`src/rtl/ser_video_out_if.sv`:
```
`default_nettype none
// ============================================================================
//  Module      : ser_video_out_if
//  Description : Pixel-side and serial-side signal bundle for ser_video_out.
//                The master side (the video source plus the downstream
//                shift-register/DAC chips) drives the parallel pixel and the
//                CLK_6MB pixel strobe. The slave side (the serialiser) drives
//                the serial data, bit clock, latch strobe and overrun flag.
//  Signals     :
//    CLK_6MB                    pixel clock, sampled as data
//    VIDEO_R/G/B      [BITS]    parallel pixel, stable around CLK_6MB rise
//    VIDEO_R/G/B_SER            serial data, MSB first
//    VIDEO_CLK_SER              serial bit clock (receivers sample on rise)
//    VIDEO_LAT_SER              one-cycle latch strobe after the last bit
//    OVERRUN                    sticky pending-pixel overwrite flag
//  Revision    : 1.0 - initial release
// ============================================================================
interface ser_video_out_if #(
    parameter int BITS = 7
);
    logic            CLK_6MB;
    logic [BITS-1:0] VIDEO_R;
    logic [BITS-1:0] VIDEO_G;
    logic [BITS-1:0] VIDEO_B;
    logic            VIDEO_R_SER;
    logic            VIDEO_G_SER;
    logic            VIDEO_B_SER;
    logic            VIDEO_CLK_SER;
    logic            VIDEO_LAT_SER;
    logic            OVERRUN;

    modport master (
        output CLK_6MB,
        output VIDEO_R,
        output VIDEO_G,
        output VIDEO_B,
        input  VIDEO_R_SER,
        input  VIDEO_G_SER,
        input  VIDEO_B_SER,
        input  VIDEO_CLK_SER,
        input  VIDEO_LAT_SER,
        input  OVERRUN
    );

    modport slave (
        input  CLK_6MB,
        input  VIDEO_R,
        input  VIDEO_G,
        input  VIDEO_B,
        output VIDEO_R_SER,
        output VIDEO_G_SER,
        output VIDEO_B_SER,
        output VIDEO_CLK_SER,
        output VIDEO_LAT_SER,
        output OVERRUN
    );
endinterface
`default_nettype wire

```
`src/rtl/ser_video_out.sv`:
```
`default_nettype none
// ============================================================================
//  Module      : ser_video_out
//  Description : Serial video output stage. Samples the parallel R/G/B pixel
//                on every CLK_6MB rising edge (CLK_6MB is treated as data and
//                synchronised into CLK_SERVID) and shifts each channel out
//                MSB first with a shared bit clock and a latch strobe. One
//                pending pixel is double-buffered so a 16:1 clock ratio
//                streams back-to-back with no idle cycles.
//  Ports       :
//    CLK_SERVID  in   serial clock, sole clock of the block
//    RESET       in   synchronous, active-high reset
//    vid         if   ser_video_out_if.slave (pixel in, serial out, OVERRUN)
//  Parameters  :
//    BITS         bits per colour channel (>= 2)
//    SYNC_STAGES  synchroniser flops on CLK_6MB (>= 2)
//  Revision    : 1.0 - initial release
// ============================================================================
module ser_video_out #(
    parameter int BITS        = 7,
    parameter int SYNC_STAGES = 2
) (
    input  logic                  CLK_SERVID,
    input  logic                  RESET,
    ser_video_out_if.slave        vid
);

    localparam int CNT_W = (BITS > 1) ? $clog2(BITS) : 1;
    localparam int PIX_W = 3 * BITS;

    typedef enum logic [1:0] {
        ST_IDLE  = 2'd0,
        ST_LOAD  = 2'd1,
        ST_SHIFT = 2'd2,
        ST_LATCH = 2'd3
    } state_t;

    // ------------------------------------------------------------------
    // CLK_6MB synchroniser and rising-edge detector
    // ------------------------------------------------------------------
    logic [SYNC_STAGES-1:0] sync;
    logic                   delayed;
    logic                   pix_edge;

    always_ff @(posedge CLK_SERVID) begin
        if (RESET) begin
            sync    <= '0;
            delayed <= 1'b0;
        end else begin
            sync    <= {sync[SYNC_STAGES-2:0], vid.CLK_6MB};
            delayed <= sync[SYNC_STAGES-1];
        end
    end

    assign pix_edge = sync[SYNC_STAGES-1] & ~delayed;

    // ------------------------------------------------------------------
    // Pending buffer, shift register and shifter FSM
    // ------------------------------------------------------------------
    state_t             state;
    logic [PIX_W-1:0]   pend;
    logic               pend_valid;
    logic [PIX_W-1:0]   sr;
    logic [CNT_W-1:0]   bit_cnt;
    logic               phase;
    logic               clk_ser;
    logic               lat_ser;
    logic               overrun;
    logic [PIX_W-1:0]   sr_shifted;

    // Each channel shifts left on its own; a zero enters at each channel LSB
    // so no bit leaks from one colour into the next.
    assign sr_shifted = {sr[3*BITS-2 -: BITS-1], 1'b0,
                         sr[2*BITS-2 -: BITS-1], 1'b0,
                         sr[BITS-2   -: BITS-1], 1'b0};

    always_ff @(posedge CLK_SERVID) begin
        if (RESET) begin
            state      <= ST_IDLE;
            pend       <= '0;
            pend_valid <= 1'b0;
            sr         <= '0;
            bit_cnt    <= '0;
            phase      <= 1'b0;
            clk_ser    <= 1'b0;
            lat_ser    <= 1'b0;
            overrun    <= 1'b0;
        end else begin
            lat_ser <= 1'b0;

            // A fresh capture always wins over the LOAD consuming the slot,
            // so a pixel arriving in the LOAD cycle stays pending. It is only
            // an overrun when the slot is full and nobody is taking it.
            if (pix_edge) begin
                pend       <= {vid.VIDEO_R, vid.VIDEO_G, vid.VIDEO_B};
                pend_valid <= 1'b1;
                if (pend_valid && (state != ST_LOAD)) begin
                    overrun <= 1'b1;
                end
            end else if (state == ST_LOAD) begin
                pend_valid <= 1'b0;
            end

            case (state)
                ST_IDLE: begin
                    clk_ser <= 1'b0;
                    if (pend_valid) begin
                        state <= ST_LOAD;
                    end
                end

                // The SR MSBs drive the serial lines directly, so loading SR
                // here puts bit 0 on the wires in the first SHIFT cycle.
                ST_LOAD: begin
                    sr      <= pend;
                    bit_cnt <= '0;
                    phase   <= 1'b0;
                    clk_ser <= 1'b0;
                    state   <= ST_SHIFT;
                end

                ST_SHIFT: begin
                    if (!phase) begin
                        clk_ser <= 1'b1;
                        phase   <= 1'b1;
                    end else begin
                        clk_ser <= 1'b0;
                        phase   <= 1'b0;
                        if (bit_cnt == CNT_W'(BITS - 1)) begin
                            // Last bit stays on the wires through LATCH.
                            lat_ser <= 1'b1;
                            state   <= ST_LATCH;
                        end else begin
                            sr      <= sr_shifted;
                            bit_cnt <= bit_cnt + 1'b1;
                        end
                    end
                end

                // Serial lines return to rest after the latch; the next LOAD
                // (if any) reloads SR one cycle later.
                ST_LATCH: begin
                    clk_ser <= 1'b0;
                    sr      <= '0;
                    state   <= pend_valid ? ST_LOAD : ST_IDLE;
                end

                default: begin
                    state <= ST_IDLE;
                end
            endcase
        end
    end

    // ------------------------------------------------------------------
    // Outputs: every one comes straight from a flop
    // ------------------------------------------------------------------
    assign vid.VIDEO_R_SER   = sr[3*BITS-1];
    assign vid.VIDEO_G_SER   = sr[2*BITS-1];
    assign vid.VIDEO_B_SER   = sr[BITS-1];
    assign vid.VIDEO_CLK_SER = clk_ser;
    assign vid.VIDEO_LAT_SER = lat_ser;
    assign vid.OVERRUN       = overrun;

endmodule
`default_nettype wire

```
`src/flat_wrapper.sv`:
```
// flat-port wrapper written by rule: the top's interface ports become plain ports
module ser_video_out_flat 
#(
    parameter int BITS        = 7,
    parameter int SYNC_STAGES = 2
)
  (CLK_SERVID, RESET, vid_CLK_6MB, vid_VIDEO_R, vid_VIDEO_G, vid_VIDEO_B, vid_VIDEO_R_SER, vid_VIDEO_G_SER, vid_VIDEO_B_SER, vid_VIDEO_CLK_SER, vid_VIDEO_LAT_SER, vid_OVERRUN);
  ser_video_out_if #(.BITS(BITS)) vid_i ();
  input  logic CLK_SERVID;
  input  logic RESET;
  input wire logic [$bits(vid_i.CLK_6MB)-1:0] vid_CLK_6MB;
  input wire logic [$bits(vid_i.VIDEO_R)-1:0] vid_VIDEO_R;
  input wire logic [$bits(vid_i.VIDEO_G)-1:0] vid_VIDEO_G;
  input wire logic [$bits(vid_i.VIDEO_B)-1:0] vid_VIDEO_B;
  output wire logic [$bits(vid_i.VIDEO_R_SER)-1:0] vid_VIDEO_R_SER;
  output wire logic [$bits(vid_i.VIDEO_G_SER)-1:0] vid_VIDEO_G_SER;
  output wire logic [$bits(vid_i.VIDEO_B_SER)-1:0] vid_VIDEO_B_SER;
  output wire logic [$bits(vid_i.VIDEO_CLK_SER)-1:0] vid_VIDEO_CLK_SER;
  output wire logic [$bits(vid_i.VIDEO_LAT_SER)-1:0] vid_VIDEO_LAT_SER;
  output wire logic [$bits(vid_i.OVERRUN)-1:0] vid_OVERRUN;
  assign vid_i.CLK_6MB = vid_CLK_6MB;
  assign vid_i.VIDEO_R = vid_VIDEO_R;
  assign vid_i.VIDEO_G = vid_VIDEO_G;
  assign vid_i.VIDEO_B = vid_VIDEO_B;
  assign vid_VIDEO_R_SER = vid_i.VIDEO_R_SER;
  assign vid_VIDEO_G_SER = vid_i.VIDEO_G_SER;
  assign vid_VIDEO_B_SER = vid_i.VIDEO_B_SER;
  assign vid_VIDEO_CLK_SER = vid_i.VIDEO_CLK_SER;
  assign vid_VIDEO_LAT_SER = vid_i.VIDEO_LAT_SER;
  assign vid_OVERRUN = vid_i.OVERRUN;
  ser_video_out #(.BITS(BITS), .SYNC_STAGES(SYNC_STAGES)) u_core (.CLK_SERVID(CLK_SERVID), .RESET(RESET), .vid(vid_i));
endmodule
```
`config.mk`:
```
export PLATFORM = sky130hd
export DESIGN_NAME = ser_video_out_flat
export DESIGN_NICKNAME = d
export VERILOG_FILES = /design/src/rtl/ser_video_out_if.sv /design/src/rtl/ser_video_out.sv /design/src/flat_wrapper.sv
export SDC_FILE = /design/constraint.sdc
export NUM_CORES = 1
export LEC_CHECK = 0
export BUFFER_PORTS_ARGS = -buffer_cell sky130_fd_sc_hd__buf_2
export CELL_PAD_IN_SITES_DETAIL_PLACEMENT = 0
export CELL_PAD_IN_SITES_GLOBAL_PLACEMENT = 2
export CORE_UTILIZATION = 37
export CTS_CLUSTER_DIAMETER = 120
export DETAILED_ROUTE_END_ITERATION = 8
export PLACE_DENSITY = 0.86
export SYNTH_ARGS = -nofsm -noshare
export SYNTH_HDL_FRONTEND = slang
export SYNTH_SLANG_ARGS = --single-unit
```
`constraint.sdc`:
```
create_clock -name CLK_SERVID -period 4.3 [get_ports CLK_SERVID]
set_clock_uncertainty 0.1 [all_clocks]
set_input_delay 0.86 -clock CLK_SERVID [delete_from_list [all_inputs] [get_ports CLK_SERVID]]
set_output_delay 0.86 -clock CLK_SERVID [all_outputs]
set_load 0.05 [all_outputs]
```
Word level (Yosys, flattened, before mapping). Index checks and enable logic that the tools add are counted.

Add/subtract/negate cells: 1. Eq/ne operators: 9. Mux-type cells: 17. Bitwise gates (word level): 4. Reductions and logical operators: 11.

Operator list (number): $pmux W21 S3 (1); $mux W21 (2); $reduce_and A3 Y1 (3); $ne A2 B1 Y1 const B (4); $pmux W2 S4 (1); $mux W2 (3); $mux W3 (2); $pmux W3 S2 (1); $reduce_or A3 Y1 (2); $mux W1 (5); $eq A2 B2 Y1 const B (2); $pmux W1 S2 (2); $reduce_bool A2 Y1 (2); $add A3 B1 Y3 const B (1); $eq A3 B3 Y1 const B (1); $not A1 Y1 (3); $reduce_bool A3 Y1 (1); $eq A2 B1 Y1 const B (1); $logic_not A2 Y1 (1); $ne A2 B2 Y1 const B (1); $reduce_and A2 Y1 (1); $and A1 B1 Y1 (1); $logic_and A1 B1 Y1 (1).

Bits in registers: 55. Input bits: 24. Output and inout bits: 6.

Longest topological paths before layout. Gate-level depths: netlist of the first run.

Depth after elaboration: 4. Gate-level depth with buffers: 8.

Worst setup path after synthesis of the first run. OpenSTA, ideal clock, no wires.

Kind: register -> register. Start point: reg u_core.state[0]. End point: reg u_core.sr[9]. Library setup time: 134 ps. Arrival time: 1505 ps. Setup slack: 2561 ps. Stages on the path, launching flop included: 8. Path buffers: 2. Cell sequence: dfxtp_1 > inv_1 > ha_1 > and3_1 > buf_2 > nor3_4 > buf_4 > a211oi_1.

Word-level cells in the longest chain between the ends: 3. Elaborated cells between the ends (all ways): 8. Classes of those cells: eq/ne: 5; mux: 1; reduce/logical: 2.

Ends and longest elaborated chain: from (decl) (line ser_video_out.sv:60) `state_t state;`; from (signal assigned) (line ser_video_out.sv:145) `state <= pend_valid ? ST_LOAD : ST_IDLE;`; $eq A2 B2 Y1 or $eq A2 B1 Y1 (tied branches) (line ser_video_out.sv:104) `case (state)`; $ne A2 B1 Y1 (no line), or another cell as far along; $reduce_and A3 Y1 (no line); to (signal assigned) (line ser_video_out.sv:115) `sr <= pend;`; to (signal assigned) (line ser_video_out.sv:134) `sr <= sr_shifted;`; to (decl) (line ser_video_out.sv:63) `logic [PIX_W-1:0] sr;`.

Several ways; a longest one is shown, not always the timed one. A chain may end at the register's enable or synchronous reset.

Worst setup path after layout of the first run.
Start point: reg u_core.state[0]. End point: reg u_core.state[0].

Word-level cells in the longest chain between the ends: 3. Elaborated cells between the ends (all ways): 9. Classes of those cells: eq/ne: 6; mux: 1; reduce/logical: 2.

Ends and longest elaborated chain (line): $eq A2 B2 Y1 or $logic_not A2 Y1 (tied branches) (ser_video_out.sv:104); $ne A2 B1 Y1 (no line); $reduce_and A3 Y1 (no line).

Several ways; a longest one is shown, not always the timed one.

==> impl_metrics.csv, run 1 <==
group,metric,value,unit
status,status,"complete, no violations",
route,drt-vias-per-instance,5.390,
clock_network,cts_inserted_buffers,5,
timing,finalCritPeriodShare,53.87,%
route,finalWirelength,5234,um
power_and_ir_drop,total_leakage_power,0.9483,nW
worst_hold_path,hold_class,"flop to flop",
clock_network,cts_tree,"done",
cells_and_area,area_delta_synth_final,10.47,%
critical_path,cp-start-kind,"flop",
route,drt-initial-drc-count,122,
critical_path,worstPathArrival,2420,ps
power_and_ir_drop,ir_drop,337.9,uV
timing,slew_viol_final,0,
grt,grt.total_usage,16.08,%
grt,antenna_found_initial,0,
power_and_ir_drop,pwr_density_cell,554.0,nW/um2
cells_and_area,postLayoutCellArea,2680,um2
timing,fin_crit,2316,ps
synth,synth_edf_count,0,
floorplan,die_y,82.98,um
floorplan,io_pins,30,
timing,rsz0062_at_grt,"no",
grt,grt_pass1_vias,1945,
grt,overflow,0,
clock_network,clock_sinks,55,
synth,yosysTopAreaCellShare,45.38,%
route,wl_per_cell,14.18,um
place,dpl_cell_area,2547,um2
synth,yosys.area.top_type,"dfxtp_1",
timing,tightest_slew,1052,ps
timing,slew_headroom,29.88,%
floorplan,die_w,82.98,um
clock_network,cts_max_level,2,
timing,fmax,431.7,MHz
synth,ys_async_sr_fraction,0,%
critical_path,cp_data_required_time,4400,ps
floorplan,die-area,6885,um2
clock_network,clock-root-buffer,"clkbuf_8",
place,hpwl,3223,um
clock_network,ctsLongestPathBuffers,2,
route,firstDrtPassIters,4,
place,finalWeightedCongestion,0.7708,
route,vias,1989,
worst_hold_path,worstHoldStart,"u_core.sync[0]",
synth,synthCells,281,
cells_and_area,diodes,0,
grt,grt_max_degree,56,
route,drc,0,
synth,synth_ff_type,"dfxtp_1",
synth,syn_nets,312,
clock_network,cts_hold_buf,0,
worst_hold_path,hold_depth,1,
grt,grt_first_pass_wirelength,9232,um
floorplan,design.core.area,6350,um2
power_and_ir_drop,finalPower,0.001485,W
critical_path,end_kind,"flop",
floorplan,rows,29,
critical_path,path_max_fanout,25,
synth,synthTopCellsByCount,"55 x dfxtp_1, 46 x a21oi_1, 42 x nand2_1",
clock_network,clk_transition_reported_paths,90,ps
critical_path,criticalPathCategory,"flop to flop",
synth,ys_types,30,
critical_path,reg2regPathDepth,5,
clock_network,cts-resized-gates,0,
cells_and_area,fin_nets,322,
route,antenna_left,0,
place,portBuffers,29,
clock_network,cts_setup_buffers,0,
timing,hold_viol,0,
synth,netlist_area,2426,um2
floorplan,start_util,38.21,%
synth,yosysSeqAreaShare,45.38,%
synth,syn_area_per_cell,8.634,um2
synth,yosysMostFrequentCell,"dfxtp_1",
timing,setup-tns-final,0,ps
synth,synth-seq-cells,55,
clock_network,worstSkewPairLatency,300,ps
critical_path,r2r-start,"u_core.state[0]",
job,drv_cap,0,
cells_and_area,post-route-util,42.21,%
critical_path,r2r_slack,1980,ps
synth,synth_area_leaders,"dfxtp_1 45%, a21oi_1 9.5%, nand2_1 6.5%, nor3b_1 6.5%, a211oi_1 6.2%",
timing,finalSetupViolCount,0,
worst_hold_path,hold_end,"u_core.sync[1]",
synth,yosysWarnings,0,
cells_and_area,drive_above_1_share,14.73,%
critical_path,r2r_end,"u_core.state[0]",
-- critical path, stage by stage (launching register included) --
cell      delay [ps]
dfxtp_1          410
inv_1            120
ha_1             330
nand2b_1         780
a31oi_1          180
a311oi_1         290
-- placed cells by master (no fill, tap or decap), drive strengths merged, types with 3 or more instances in the layout --
cell type and instances:
nand2 42, o31ai 5, nor3b 21, nand4 5, or4 3, a31oi 20, nor2b 5, inv 5
a211oi 20, ha 7, nor2 4, buf 31, a21oi 46, nand2b 4, dfxtp 55, clkbuf 6
-- where the power goes --
| group | internal (W) | switching (W) | leakage, nW |
|---|---|---|---|
| registers | 0.000601 | 0.0000526 | 0.448 |
| logic | 0.000153 | 0.000285 | 0.435 |
| clock network | 0.000233 | 0.000160 | 0.0654 |
-- through the flow --
stage	hold WS, ps	instances	setup slack (ps)
5_1_grt	369.6	369	1763
2_1_floorplan	313.8	281	2561
4_1_cts	351.7	369	2055
3_3_place_gp	316.2	361	2140
3_5_place_dp	328.1	361	2077
6_report	347.7	369	1984
-- state kept, by name, indices dropped and copies added, names as in the netlist, 2 cells and up --
signal,count
u_core.pend,21
u_core.sync,2
u_core.bit_cnt,3
u_core.state,2
u_core.sr,21
-- metal layers --
layer / part of all wire (%) / vias up / GRT usage (%) / routed length (um)
met5: 0 / - / 0 / 0
met3: 2.1 / 4 / 2.982 / 110
met1: 50 / 936 / 22.17 / 2626
met4: 0.88 / 0 / 4.232 / 46
met2: 47 / 22 / 25.86 / 2451
li1: - / 1027 / - / -
-- worst max path at each step --
stage | start | depth (start not counted) | slack [ps] | end
finish | u_core.state[0] | 5 | 1980 | u_core.state[0]
global route | u_core.state[0] | 5 | 1760 | u_core.sr[9]
detailed placement | u_core.state[0] | 5 | 2080 | u_core.sr[9]
CTS | u_core.state[0] | 5 | 2050 | u_core.state[0]
floorplan | u_core.state[0] | 7 | 2560 | u_core.sr[9]
global placement | u_core.state[0] | 5 | 2140 | u_core.sr[10]
-- layout make-up --
cell class,instances,area [um2]
fill,631,3670
timing repair buffer,31,160.2
inverter,5,18.77
multi-input combinational,193,1171
tap,77,96.34
sequential,55,1101
clock buffer,6,72.57
clock inverter,2,60.06
-- cell families after synthesis --
logic type | Yosys count | share of synthesized area, %
AOI/OAI and AO/OA | 95 | 23.93
adders and majority gates | 7 | 3.610
buffers and inverters | 33 | 6.343
DFF | 55 | 45.38
muxes | 1 | 0.4126
and+or+nand+nor | 90 | 20.32
Note: power is estimated with default switching activity, not from simulation.
==> run 2: changes to the inputs <==
Settings changed: CORE_UTILIZATION 37 to 31, PLACE_DENSITY 0.86 to 0.77.
Clock period 4.3 ns to 2.1 ns, I/O delays scaled along.
==> run 2 against run 1 <==
Effect of this change:
- count of clock-buffer cells in the layout up 1
- largest power group unchanged
- final cell count up 8.4%
- via count is 2.1% higher
- register-to-register slack got worse by 1800 ps
- combinational power increased by 130%
- final area grew 2.6%
- critical path depth rose by 1
- clock power is 46% higher
- global-route usage is 2.3 points lower
- fmax increased by 22%
- largest cell class unchanged
==> impl_metrics.csv, run 2 (same netlist as run 1, synthesis figures left out) <==
group,metric,value,unit
floorplan,die_y,90.47,um
timing,slew_viol_final,0,
critical_path,worstPathArrival,2010,ps
route,drt-vias-per-instance,5.078,
grt,antenna_found_initial,0,
timing,slew_headroom,42.91,%
timing,tightest_slew,856.4,ps
grt,grt_pass1_vias,1941,
grt,overflow,0,
floorplan,design.core.area,7408,um2
critical_path,slowest_delay,370,ps
critical_path,critPathSlowestCell,"dfxtp_1",
grt,grt_max_degree,41,
clock_network,cts_tree,"done",
timing,setup-tns-final,0,ps
floorplan,die_w,90.47,um
grt,grt.total_usage,13.78,%
timing,rsz0062_at_grt,"no",
route,vias,2031,
timing,finalSetupViolCount,0,
cells_and_area,diodes,0,
timing,hold_viol,0,
clock_network,cts_max_level,2,
critical_path,worstPathCellList,"inv_1 -> ha_1 -> nor2b_4 -> nor3_4 -> buf_4 -> a211oi_1",
clock_network,ctsLongestPathBuffers,2,
critical_path,path_max_fanout,18,
cells_and_area,drive_above_1_share,16.94,%
place,portBuffers,29,
timing,finalCritPeriodShare,90.09,%
clock_network,cts-resized-gates,0,
floorplan,rows,31,
timing,fin_crit,1892,ps
clock_network,clock_sinks,55,
clock_network,clock-root-buffer,"clkbuf_8",
floorplan,die-area,8184,um2
cells_and_area,top_regs,"u_core.pend (21), u_core.sr (21), u_core.bit_cnt (3)",
timing,fmax,528.6,MHz
cells_and_area,mostFrequentLayoutCell,"dfxtp_1",
critical_path,cp_data_required_time,2220,ps
worst_hold_path,hold_class,"primary input to flop",
route,antenna_left,0,
floorplan,start_util,32.75,%
clock_network,cts_setup_buffers,0,
route,drt-initial-drc-count,109,
cells_and_area,area_delta_synth_final,13.31,%
critical_path,end_kind,"flop",
cells_and_area,n_fill_cell,774,
route,finalWirelength,5436,um
clock_network,clk_transition_reported_paths,100,ps
clock_network,cts_inserted_buffers,5,
cells_and_area,postLayoutCellArea,2749,um2
status,status,"complete, no violations",
clock_network,cts_hold_buf,0,
cells_and_area,fin_nets,331,
critical_path,cp-start-kind,"flop",
place,finalWeightedCongestion,0.7732,
route,drc,0,
cells_and_area,layout_common_cells,"55 x dfxtp_1, 46 x a21oi_1, 42 x nand2_1",
power_and_ir_drop,ir_drop,361.8,uV
route,wl_per_cell,13.59,um
job,drv_cap,0,
floorplan,io_pins,30,
route,firstDrtPassIters,4,
power_and_ir_drop,pwr_density_cell,1055,nW/um2
critical_path,criticalPathCategory,"flop to flop",
place,dpl_cell_area,2668,um2
power_and_ir_drop,total_leakage_power,0.9735,nW
place,hpwl,3496,um
clock_network,worstSkewPairLatency,300,ps
grt,grt_first_pass_wirelength,9266,um
## run 2: changes by cell type in the layout (fill, tap and decap cells not counted)
cell	change
clkbuf_1	+1
buf_12	+2
buf_4	+7
clkinv_2	+1
bufinv_16	-2
## run 2: final timing paths
path,from,to,slack (ps),depth (start not counted)
setup / recovery,u_core.state[0],u_core.sr[15],210,6
hold / removal,vid_CLK_6MB,u_core.sync[0],220,2
setup reg to reg,u_core.state[0],u_core.sr[15],210,6
hold reg to reg,u_core.sync[0],u_core.sync[1],340,1
## run 2: where the power goes
group / leakage (nW) / switching (W) / internal [W] / total, W
sequential: 0.448 / 0.000104 / 0.00123 / 0.00133
clock: 0.0422 / 0.000337 / 0.000235 / 0.000572
combinational: 0.483 / 0.000606 / 0.000388 / 0.000994
## run 2: area by class of cell
class / instances / area, um2 / share of cell area, %
inverter: 5 / 18.77 / 0.6827
clock inverter: 1 / 5.005 / 0.1821
tap: 99 / 123.9 / 4.506
clock buffer: 7 / 76.32 / 2.777
timing repair buffer: 40 / 252.7 / 9.194
multi-input combinational: 193 / 1171 / 42.60
sequential: 55 / 1101 / 40.05
## run 2: through the flow
| step | setup slack, ps | instances | power [W] | hold WS [ps] | utilization (%) |
|---|---|---|---|---|---|
| floorplan | 361.0 | 281 | 0.002091 | 313.8 | - |
| global placement | 280.2 | 392 | 0.002332 | 317.5 | 36.01 |
| detailed placement | 232.5 | 392 | 0.002349 | 326.6 | 36.01 |
| CTS | 208.0 | 400 | 0.002938 | 203.7 | 37.11 |
| global route | 39.17 | 400 | 0.003092 | 217.9 | 37.11 |
| finish | 208.2 | 400 | 0.002899 | 216.0 | 37.11 |
## run 2: metal layers
layer | track usage (%) | vias up | wire, um
li1 | - | 1045 | -
met2 | 21.91 | 36 | 2517
met3 | 2.694 | 6 | 156
met1 | 18.70 | 944 | 2700
met4 | 4.301 | 0 | 61
met5 | 0 | - | 0
## run 2: critical path: cells and delay by family, from the launching register on
family / cells / cell delay [ps]
fa+ha+maj: 1 / 310
buf+inv: 2 / 360
compound gates: 1 / 230
flops: 1 / 370
simple gates: 2 / 440
==> run 3: changes to the inputs <==
Settings changed: CORE_UTILIZATION 31 to 24, PLACE_DENSITY 0.77 to 0.63.
==> run 3 against run 2 <==
Effect of this change:
- worst hold slack better by 23 ps
- flip-flop and latch count did not move
- combinational power is 3.0% lower
- final area up 1.4%
- first-iteration DRC count shrank 3.7%
- sequential share of layout area is 0.54 points lower
- setup slack improved by 52 ps
- highest routed layer unchanged
==> impl_metrics.csv, run 3 (same netlist as run 1, synthesis figures left out) <==
group,metric,value,unit
clock_network,cts_inserted_buffers,5,
clock_network,clk_transition_reported_paths,100,ps
cells_and_area,fin_nets,332,
cells_and_area,area_delta_synth_final,14.85,%
floorplan,start_util,24.82,%
critical_path,critPathSlowestCell,"or4_1",
cells_and_area,layout_common_cells,"55 x dfxtp_1, 46 x a21oi_1, 42 x nand2_1",
grt,antenna_found_initial,0,
floorplan,die-area,10510,um2
route,drt-vias-per-instance,4.703,
floorplan,design.core.area,9774,um2
timing,tightest_slew,854.7,ps
critical_path,cpMostUsedCell,"inv_1",
clock_network,cts_hold_buf,0,
route,antenna_left,0,
floorplan,die_y,102.5,um
job,drv_cap,0,
critical_path,criticalPathCategory,"flop to flop",
clock_network,cts_max_level,2,
cells_and_area,multiInputGateArea,1171,um2
power_and_ir_drop,total_leakage_power,0.9749,nW
timing,setup-tns-final,0,ps
cells_and_area,top_regs,"u_core.pend (21), u_core.sr (21), u_core.bit_cnt (3)",
grt,grt_max_degree,40,
cells_and_area,drive_above_1_share,17.22,%
cells_and_area,postLayoutCellArea,2786,um2
power_and_ir_drop,finalPower,0.002870,W
timing,fin_crit,1840,ps
timing,slew_headroom,43.02,%
cells_and_area,seq_area,1101,um2
clock_network,ctsLongestPathBuffers,2,
route,finalWirelength,5908,um
timing,rsz0062_at_grt,"no",
clock_network,cts_tree,"done",
clock_network,clock_sinks,55,
grt,overflow,0,
clock_network,cts-resized-gates,0,
cells_and_area,instances_no_fill,435,
critical_path,path_delay_family,"simple AND/OR/NAND/NOR gates",
cells_and_area,n_fill_cell,1115,
clock_network,cts_setup_buffers,0,
status,status,"complete, no violations",
route,firstDrtPassIters,4,
place,dpl_worst_slack,257.5,ps
place,hpwl,3820,um
grt,grt_pass1_vias,1979,
cells_and_area,mostFrequentLayoutCell,"dfxtp_1",
power_and_ir_drop,pwr_density_cell,1030,nW/um2
critical_path,worstPathArrival,1980,ps
floorplan,io_pins,30,
timing,finalCritPeriodShare,87.60,%
place,dpl.cell_count,427,
critical_path,slowest_delay,520,ps
grt,grt_first_pass_wirelength,9977,um
clock_network,clock-root-buffer,"clkbuf_8",
timing,finalSetupViolCount,0,
timing,final.setup.worst_slack,260.4,ps
critical_path,worstPathCellList,"inv_1 -> ha_1 -> inv_1 -> or4_1 -> a21oi_1",
critical_path,cp_num_buf_inv,2,
critical_path,cp_data_required_time,2240,ps
grt,grt.total_usage,12.24,%
power_and_ir_drop,ir_drop,272.0,uV
timing,hold_viol,0,
place,portBuffers,29,
floorplan,rows,36,
worst_hold_path,hold_class,"primary input to flop",
route,drt-initial-drc-count,105,
route,vias,2046,
clock_network,worstSkewPairLatency,300,ps
cells_and_area,diodes,0,
route,wl_per_cell,13.58,um
place,dpl_cell_area,2705,um2
timing,slew_viol_final,0,
route,drc,0,
critical_path,end_kind,"flop",
timing,fmax,543.6,MHz
critical_path,cp-start-kind,"flop",
place,finalWeightedCongestion,0.7156,
floorplan,die_w,102.5,um
critical_path,path_max_fanout,5,
[run 3: cell types whose count changed in the layout (fill, tap and decap cells not counted)]
cell | previous run | this run
buf_12 | 2 | 1
buf_4 | 9 | 11
[run 3: routing by layer]
layer / track usage, % / part of all wire (%)
met3: 2.847 / 3.1
met1: 16.43 / 50
met5: 0 / 0
met4: 3.626 / 1.2
met2: 19.49 / 46
[run 3: power by group]
part / internal (W) / switching [W]
clock network: 0.000235 / 0.000335
logic: 0.000363 / 0.000601
registers: 0.00123 / 0.000105
[run 3: through the flow]
stage	utilization (%)	hold WS, ps
after CTS	28.51	233.3
final	28.51	239.0
after detailed placement	27.68	332.5
after global placement	27.68	325.0
after floorplan	-	313.8
after global routing	28.51	230.5
[run 3: area by class of cell]
| type | instances | area share (%) |
|---|---|---|
| repair buffers | 41 | 8.891 |
| clock inverters | 1 | 0.1796 |
| multi-input cells | 193 | 42.03 |
| flip-flops and latches | 55 | 39.52 |
| well taps | 133 | 5.972 |
| inverters | 5 | 0.6736 |
| clock buffers | 7 | 2.739 |
[run 3: worst register-to-register path: cells and delay by family, from the launching register on]
family | cells | cell delay, ps
compound gates | 1 | 140
simple gates | 1 | 520
fa+ha+maj | 1 | 370
buf+inv | 2 | 230
flops | 1 | 420
[run 3: worst paths after layout]
| kind | cells after the start | endpoint | slack, ps | start |
|---|---|---|---|---|
| worst max-delay path | 5 | u_core.bit_cnt[0] | 260 | u_core.state[0] |
| worst min-delay path | 3 | u_core.pend[3] | 240 | vid_VIDEO_B[3] |
| worst max register to register | 5 | u_core.bit_cnt[0] | 260 | u_core.state[0] |
| worst min register to register | 1 | u_core.sync[1] | 350 | u_core.sync[0] |
